<file path="config.mk">
export PLATFORM = sky130hd
export DESIGN_NAME = wb_epbuf_arb
export DESIGN_NICKNAME = d
export VERILOG_FILES = /design/src/rtl/wb_epbuf_arb_pkg.sv /design/src/rtl/wb_epbuf_arb_rr_arb2.sv /design/src/rtl/wb_epbuf_arb.sv
export SDC_FILE = /design/constraint.sdc
export NUM_CORES = 1
export LEC_CHECK = 0
export BUFFER_PORTS_ARGS = -buffer_cell sky130_fd_sc_hd__buf_2
export CAP_MARGIN = 20
export CORE_AREA = 2 2 93 95
export CTS_CLUSTER_DIAMETER = 120
export DETAILED_ROUTE_END_ITERATION = 10
export DIE_AREA = 0 0 95 97
export PLACE_DENSITY = 0.82
export SYNTH_ARGS = -nofsm -noshare
export SYNTH_HDL_FRONTEND = slang
export SYNTH_SLANG_ARGS = --single-unit
</file>
<file path="constraint.sdc">
create_clock -name clk -period 1.1 [get_ports clk]
set_clock_uncertainty 0.05 [all_clocks]
set_input_delay 0.055 -clock clk [delete_from_list [all_inputs] [get_ports clk]]
set_output_delay 0.055 -clock clk [all_outputs]
set_load 0.03 [all_outputs]
</file>
<file path="src/rtl/wb_epbuf_arb_pkg.sv">
// rtl/wb_epbuf_arb_pkg.sv - shared state encoding and requester indices for the EP-buffer arbiter
package wb_epbuf_arb_pkg;

    typedef enum logic [1:0] {
        ST_IDLE  = 2'b00,
        ST_ISSUE = 2'b01,
        ST_ACK   = 2'b10
    } state_t;

    localparam logic RQ_CPU = 1'b0;
    localparam logic RQ_DMA = 1'b1;

endpackage

</file>
<file path="src/rtl/wb_epbuf_arb_rr_arb2.sv">
// rtl/wb_epbuf_arb_rr_arb2.sv - combinational 2-way round-robin pick (lock-aware with WB_EPBUF_ARB_LOCK_EN)
module rr_arb2
    import wb_epbuf_arb_pkg::*;
(
    input  logic [1:0] req,
    input  logic       last,
`ifdef WB_EPBUF_ARB_LOCK_EN
    input  logic       lock_valid,
    input  logic       lock_owner,
`endif
    output logic       gnt_valid,
    output logic       gnt_idx
);

    logic [1:0] eff_req;

    // Mask out the non-owner while a lock is held, then alternate on a tie
    always_comb begin
        eff_req   = req;
`ifdef WB_EPBUF_ARB_LOCK_EN
        if (lock_valid) begin
            eff_req = req & (lock_owner ? 2'b10 : 2'b01);
        end
`endif
        gnt_valid = |eff_req;
        gnt_idx   = (eff_req == 2'b11) ? ~last : eff_req[RQ_DMA];
    end

endmodule

</file>
<file path="src/rtl/wb_epbuf_arb.sv">
// rtl/wb_epbuf_arb.sv - two-requester EP-buffer access arbiter, optional lock via WB_EPBUF_ARB_LOCK_EN
module wb_epbuf_arb #(
    parameter int AW = 9,
    parameter int DW = 32
) (
    input  logic          clk,
    input  logic          rst_n,
    input  logic          rq0_req,
    input  logic          rq0_we,
    input  logic [AW-1:0] rq0_addr,
    input  logic [DW-1:0] rq0_wdata,
    input  logic          rq0_lock,
    output logic          rq0_ack,
    output logic [DW-1:0] rq0_rdata,
    input  logic          rq1_req,
    input  logic          rq1_we,
    input  logic [AW-1:0] rq1_addr,
    input  logic [DW-1:0] rq1_wdata,
    input  logic          rq1_lock,
    output logic          rq1_ack,
    output logic [DW-1:0] rq1_rdata,
    output logic [AW-1:0] ep_tx_addr_0,
    output logic [DW-1:0] ep_tx_data_0,
    output logic          ep_tx_we_0,
    output logic [AW-1:0] ep_rx_addr_0,
    input  logic [DW-1:0] ep_rx_data_1,
    output logic          ep_rx_re_0,
    output logic          arb_busy
);
    import wb_epbuf_arb_pkg::*;

    state_t state;
    logic   sel;
    logic   last;
    logic   rd_ack;
    logic   gnt_valid;
    logic   gnt_idx;

`ifdef WB_EPBUF_ARB_LOCK_EN
    logic   lock_valid;
    logic   lock_owner;
    logic   sel_lock;

    assign sel_lock = (sel == RQ_DMA) ? rq1_lock : rq0_lock;

    // Lock ownership is decided by the lock bit of the access completing in ACK
    always_ff @(posedge clk or negedge rst_n) begin
        if (!rst_n) begin
            lock_valid <= 1'b0;
            lock_owner <= RQ_CPU;
        end else if (state == ST_ACK) begin
            lock_valid <= sel_lock;
            if (sel_lock) begin
                lock_owner <= sel;
            end
        end
    end
`else
    logic   unused_lock;

    assign unused_lock = rq0_lock ^ rq1_lock;
`endif

    rr_arb2 u_rr_arb2 (
        .req        ({rq1_req, rq0_req}),
        .last       (last),
`ifdef WB_EPBUF_ARB_LOCK_EN
        .lock_valid (lock_valid),
        .lock_owner (lock_owner),
`endif
        .gnt_valid  (gnt_valid),
        .gnt_idx    (gnt_idx)
    );

    // Select -> issue -> ack sequencer; strobes and acks are single-cycle registered pulses
    always_ff @(posedge clk or negedge rst_n) begin
        if (!rst_n) begin
            state        <= ST_IDLE;
            sel          <= RQ_CPU;
            last         <= RQ_DMA;
            ep_tx_addr_0 <= '0;
            ep_tx_data_0 <= '0;
            ep_rx_addr_0 <= '0;
            ep_tx_we_0   <= 1'b0;
            ep_rx_re_0   <= 1'b0;
            rq0_ack      <= 1'b0;
            rq1_ack      <= 1'b0;
            rd_ack       <= 1'b0;
        end else begin
            ep_tx_we_0 <= 1'b0;
            ep_rx_re_0 <= 1'b0;
            rq0_ack    <= 1'b0;
            rq1_ack    <= 1'b0;
            rd_ack     <= 1'b0;
            case (state)
                ST_IDLE: begin
                    if (gnt_valid) begin
                        sel          <= gnt_idx;
                        last         <= gnt_idx;
                        ep_tx_addr_0 <= (gnt_idx == RQ_DMA) ? rq1_addr  : rq0_addr;
                        ep_rx_addr_0 <= (gnt_idx == RQ_DMA) ? rq1_addr  : rq0_addr;
                        ep_tx_data_0 <= (gnt_idx == RQ_DMA) ? rq1_wdata : rq0_wdata;
                        ep_tx_we_0   <= (gnt_idx == RQ_DMA) ? rq1_we    : rq0_we;
                        ep_rx_re_0   <= (gnt_idx == RQ_DMA) ? ~rq1_we   : ~rq0_we;
                        state        <= ST_ISSUE;
                    end
                end
                ST_ISSUE: begin
                    rq0_ack <= (sel == RQ_CPU);
                    rq1_ack <= (sel == RQ_DMA);
                    rd_ack  <= ep_rx_re_0;
                    state   <= ST_ACK;
                end
                ST_ACK: begin
                    state <= ST_IDLE;
                end
                default: begin
                    state <= ST_IDLE;
                end
            endcase
        end
    end

    // Read data arrives one cycle after the ISSUE address, i.e. during ACK
    assign rq0_rdata = (rq0_ack && rd_ack) ? ep_rx_data_1 : '0;
    assign rq1_rdata = (rq1_ack && rd_ack) ? ep_rx_data_1 : '0;
    assign arb_busy  = (state != ST_IDLE);

endmodule
</file>
==> impl_metrics.tcl <==
set metrics [dict create \
    area_delta_synth_final_pct 162 \
    sequentialPowerShare_pct 21.1 \
    grt_max_degree 65 \
    layout-drive-gt1-share_pct 69.5 \
    fp-row-count 33 \
    htreeDepth 2 \
    worst_slack_ns -0.460 \
    p_per_area_nw_per_um2 2260 \
    io_buffers 238 \
    setup_viol 115 \
    irDropWorstVdd_mv 1.65 \
    synth_top_area_share_pct 43.5 \
    cts.sinks 50 \
    ys_warn_count 0 \
    hpwl_um 7290 \
    routed_wl_um 20200 \
    p_leak_uw 0.00348 \
    chipWidth_um 95 \
    synth_cell_type_count 22 \
    rsz0062_at_grt "yes" \
    crit_arrival_ns 1.74 \
    worst_pin_slew_ns 0.349 \
    die_area_um2 9220 \
    ios 241 \
    final_common_cell "buf_2" \
    placed_cells 653 \
    p_sw_uw 8420 \
    synthCells 338 \
    antenna_found_initial 3 \
    overflow 0 \
    max-cap-violations 0 \
    worstPathRequired_ns 1.28 \
    cp-end-kind "register" \
    switching_share_pct 50.5 \
    syn_area_per_cell_um2 8.34 \
    cts_tree "done" \
    yosysSeqAreaShare_pct 44.4 \
    hold_viol 0 \
    synth_seq_cells 50 \
    status "finished, violations left" \
    finalPower_uw 16700 \
    grt_pass1_vias 4745 \
    antenna_left 0 \
    p_comb_share_pct 71.8 \
    final_cell_mix "169 x buf_2, 86 x dlygate4sd3_1, 73 x buf_6, 47 x and3_4, 46 x dfrtp_1" \
    grt_use_total_pct 34.7 \
    period_share_pct 142 \
    die_y_um 97 \
    instances_no_fill 803 \
    core_area_um2 8130 \
    cts_max_path_buffers 2 \
    root_buffer "clkbuf_8" \
    stdcell_area_um2 7380 \
    insertion_delay_ns 0.32 \
    avgViaCountPerCell 5.83 \
    fillers 336 \
    critPathKind "reg -> reg" \
    cts.clk_slew.worst_paths_ns 0.10 \
    p_clk_share_pct 7.1 \
    fmax_mhz 641 \
    wl_per_cell_um 25.2 \
    gp_congestion 0.820 \
    firstDrtPassIters 4 \
    tns_ns -37.38 \
    startpoint_type "register" \
    cts_buffers 5 \
    yosys.area.top_type "dfrtp_1" \
    dr_total_vias 4685 \
    synth_nets 460 \
    period_minus_slack_ns 1.56 \
    hold_path_class "in -> reg" \
    finalNetCount 816 \
    maxSlewHeadroom_pct 76.7 \
    syn-cell-area_um2 2820 \
    first_iter_violations 224 \
    grt_pass1_wl_um 24500 \
    detailed_place.area_um2 4180 \
    synthTopCellsByArea "dfrtp_1 43%, and3_1 14%, nand2_1 11%" \
    crit_fanout 5 \
    route.detailed.drc 0 \
    p_int_uw 8250 \
    drv_slew 0 \
    violations "negative setup slack" \
    start_util_pct 34.7 \
]
synthesized netlist by cell type (all sizes together):
cell type  number
a21bo           1
a21boi          1
a21oi          42
a22o            1
a31oi          42
and2            3
and3           64
buf            30
clkbuf         13
dfrtp          49
dfstp           1
inv             2
mux2i           1
nand2          83
nor2            2
nor2b           2
or2             1
registers in the layout (all words and copies together) (netlist names):
| signal | count |
|---|---|
| ep_tx_we_0 | 1 |
| last | 1 |
| ep_tx_data_0 | 32 |
| sel | 1 |
| rq0_ack | 1 |
| ep_rx_addr_0 | 9 |
| rd_ack | 1 |
| state | 2 |
| rq1_ack | 1 |
| ep_rx_re_0 | 1 |
cell type report:
type	instances	area [µm²]	share of cell area, %
Antenna cell	3	7.51	0.102
Clock buffer	6	82.6	1.12
Clock inverter	2	12.5	0.169
Inverter	2	33.8	0.458
Multi-Input combinational cell	244	2280	30.9
Sequential cell	50	1260	17.1
Tap cell	105	131	1.78
Timing Repair Buffer	385	3470	47.0
Timing Repair inverter	6	106	1.44
routing by layer:
metal | vias to the layer above | GRT usage, % | part of all wire, % | wire length, µm
met5 | - | 0 | 0.064 | 13
met4 | 2 | 24.7 | 10 | 2040
met3 | 178 | 8.72 | 9.4 | 1910
met2 | 407 | 60.1 | 49 | 9830
met1 | 2190 | 35.6 | 32 | 6420
li1 | 1908 | - | - | -
kinds of logic (layout without fill, tap and decap cells):
logic type,after synthesis,after routing,share of synthesized area [%]
AND/OR/NAND/NOR,155,156,27.7
AO/OA/AOI/OAI,87,87,18.1
flip-flops,50,50,44.4
buffers and inverters,45,401,9.41
multiplexers,1,1,0.355
other,0,3,0
stage by stage:
step,hold slack [ns],setup slack [ns],utilization (%)
detailed placement,0.0198,-0.175,51.3
floorplan,-0.291,-0.0613,-
CTS,0.00427,-0.346,79.2
global placement,0.0134,-0.0969,51.3
finish,0.0717,-0.460,90.8
global route,0.0650,-0.469,90.8
power by group through the flow:
stage          Sequential [µW]  Clock (µW)  Combinational (µW)
2_1_floorplan             4920           0                3210
3_3_place_gp              3420           0                6170
3_5_place_dp              3460           0                6310
4_1_cts                   3350        1150                9450
5_1_grt                   3590        1250               12300
6_report                  3520        1190               12000
path summary, 6_finish.rpt:
path,from,end,slack [ns],cells after the start
max in group asynchronous,rst_n,rq0_ack,0.50,3
min,rq1_req,last,0.07,3
min in group asynchronous,rst_n,ep_tx_data_0[19],0.19,3
min reg2reg,sel,rq0_ack,0.41,1
max,last,ep_tx_data_0[29],-0.46,7
max reg2reg,last,ep_tx_data_0[29],-0.46,7
worst max-delay path, stage by stage (launching register included):
cell      delay [ns]
dfstp_2         0.40
buf_6           0.12
a21boi_4        0.25
buf_12          0.18
buf_12          0.12
buf_16          0.12
nand2_4         0.05
a31oi_1         0.18
repair_timing:
action | 4_1_cts | 5_1_grt
cloned | 16 | 11
hold endpoints to repair | 93 | 1
pin swaps | 39 | 89
buffers inserted | 27 | 13
hold buffers | 85 | 1
setup endpoints to repair | 112 | 118
gates resized for setup | 193 | 208
Power figures use the tool's default switching activity.
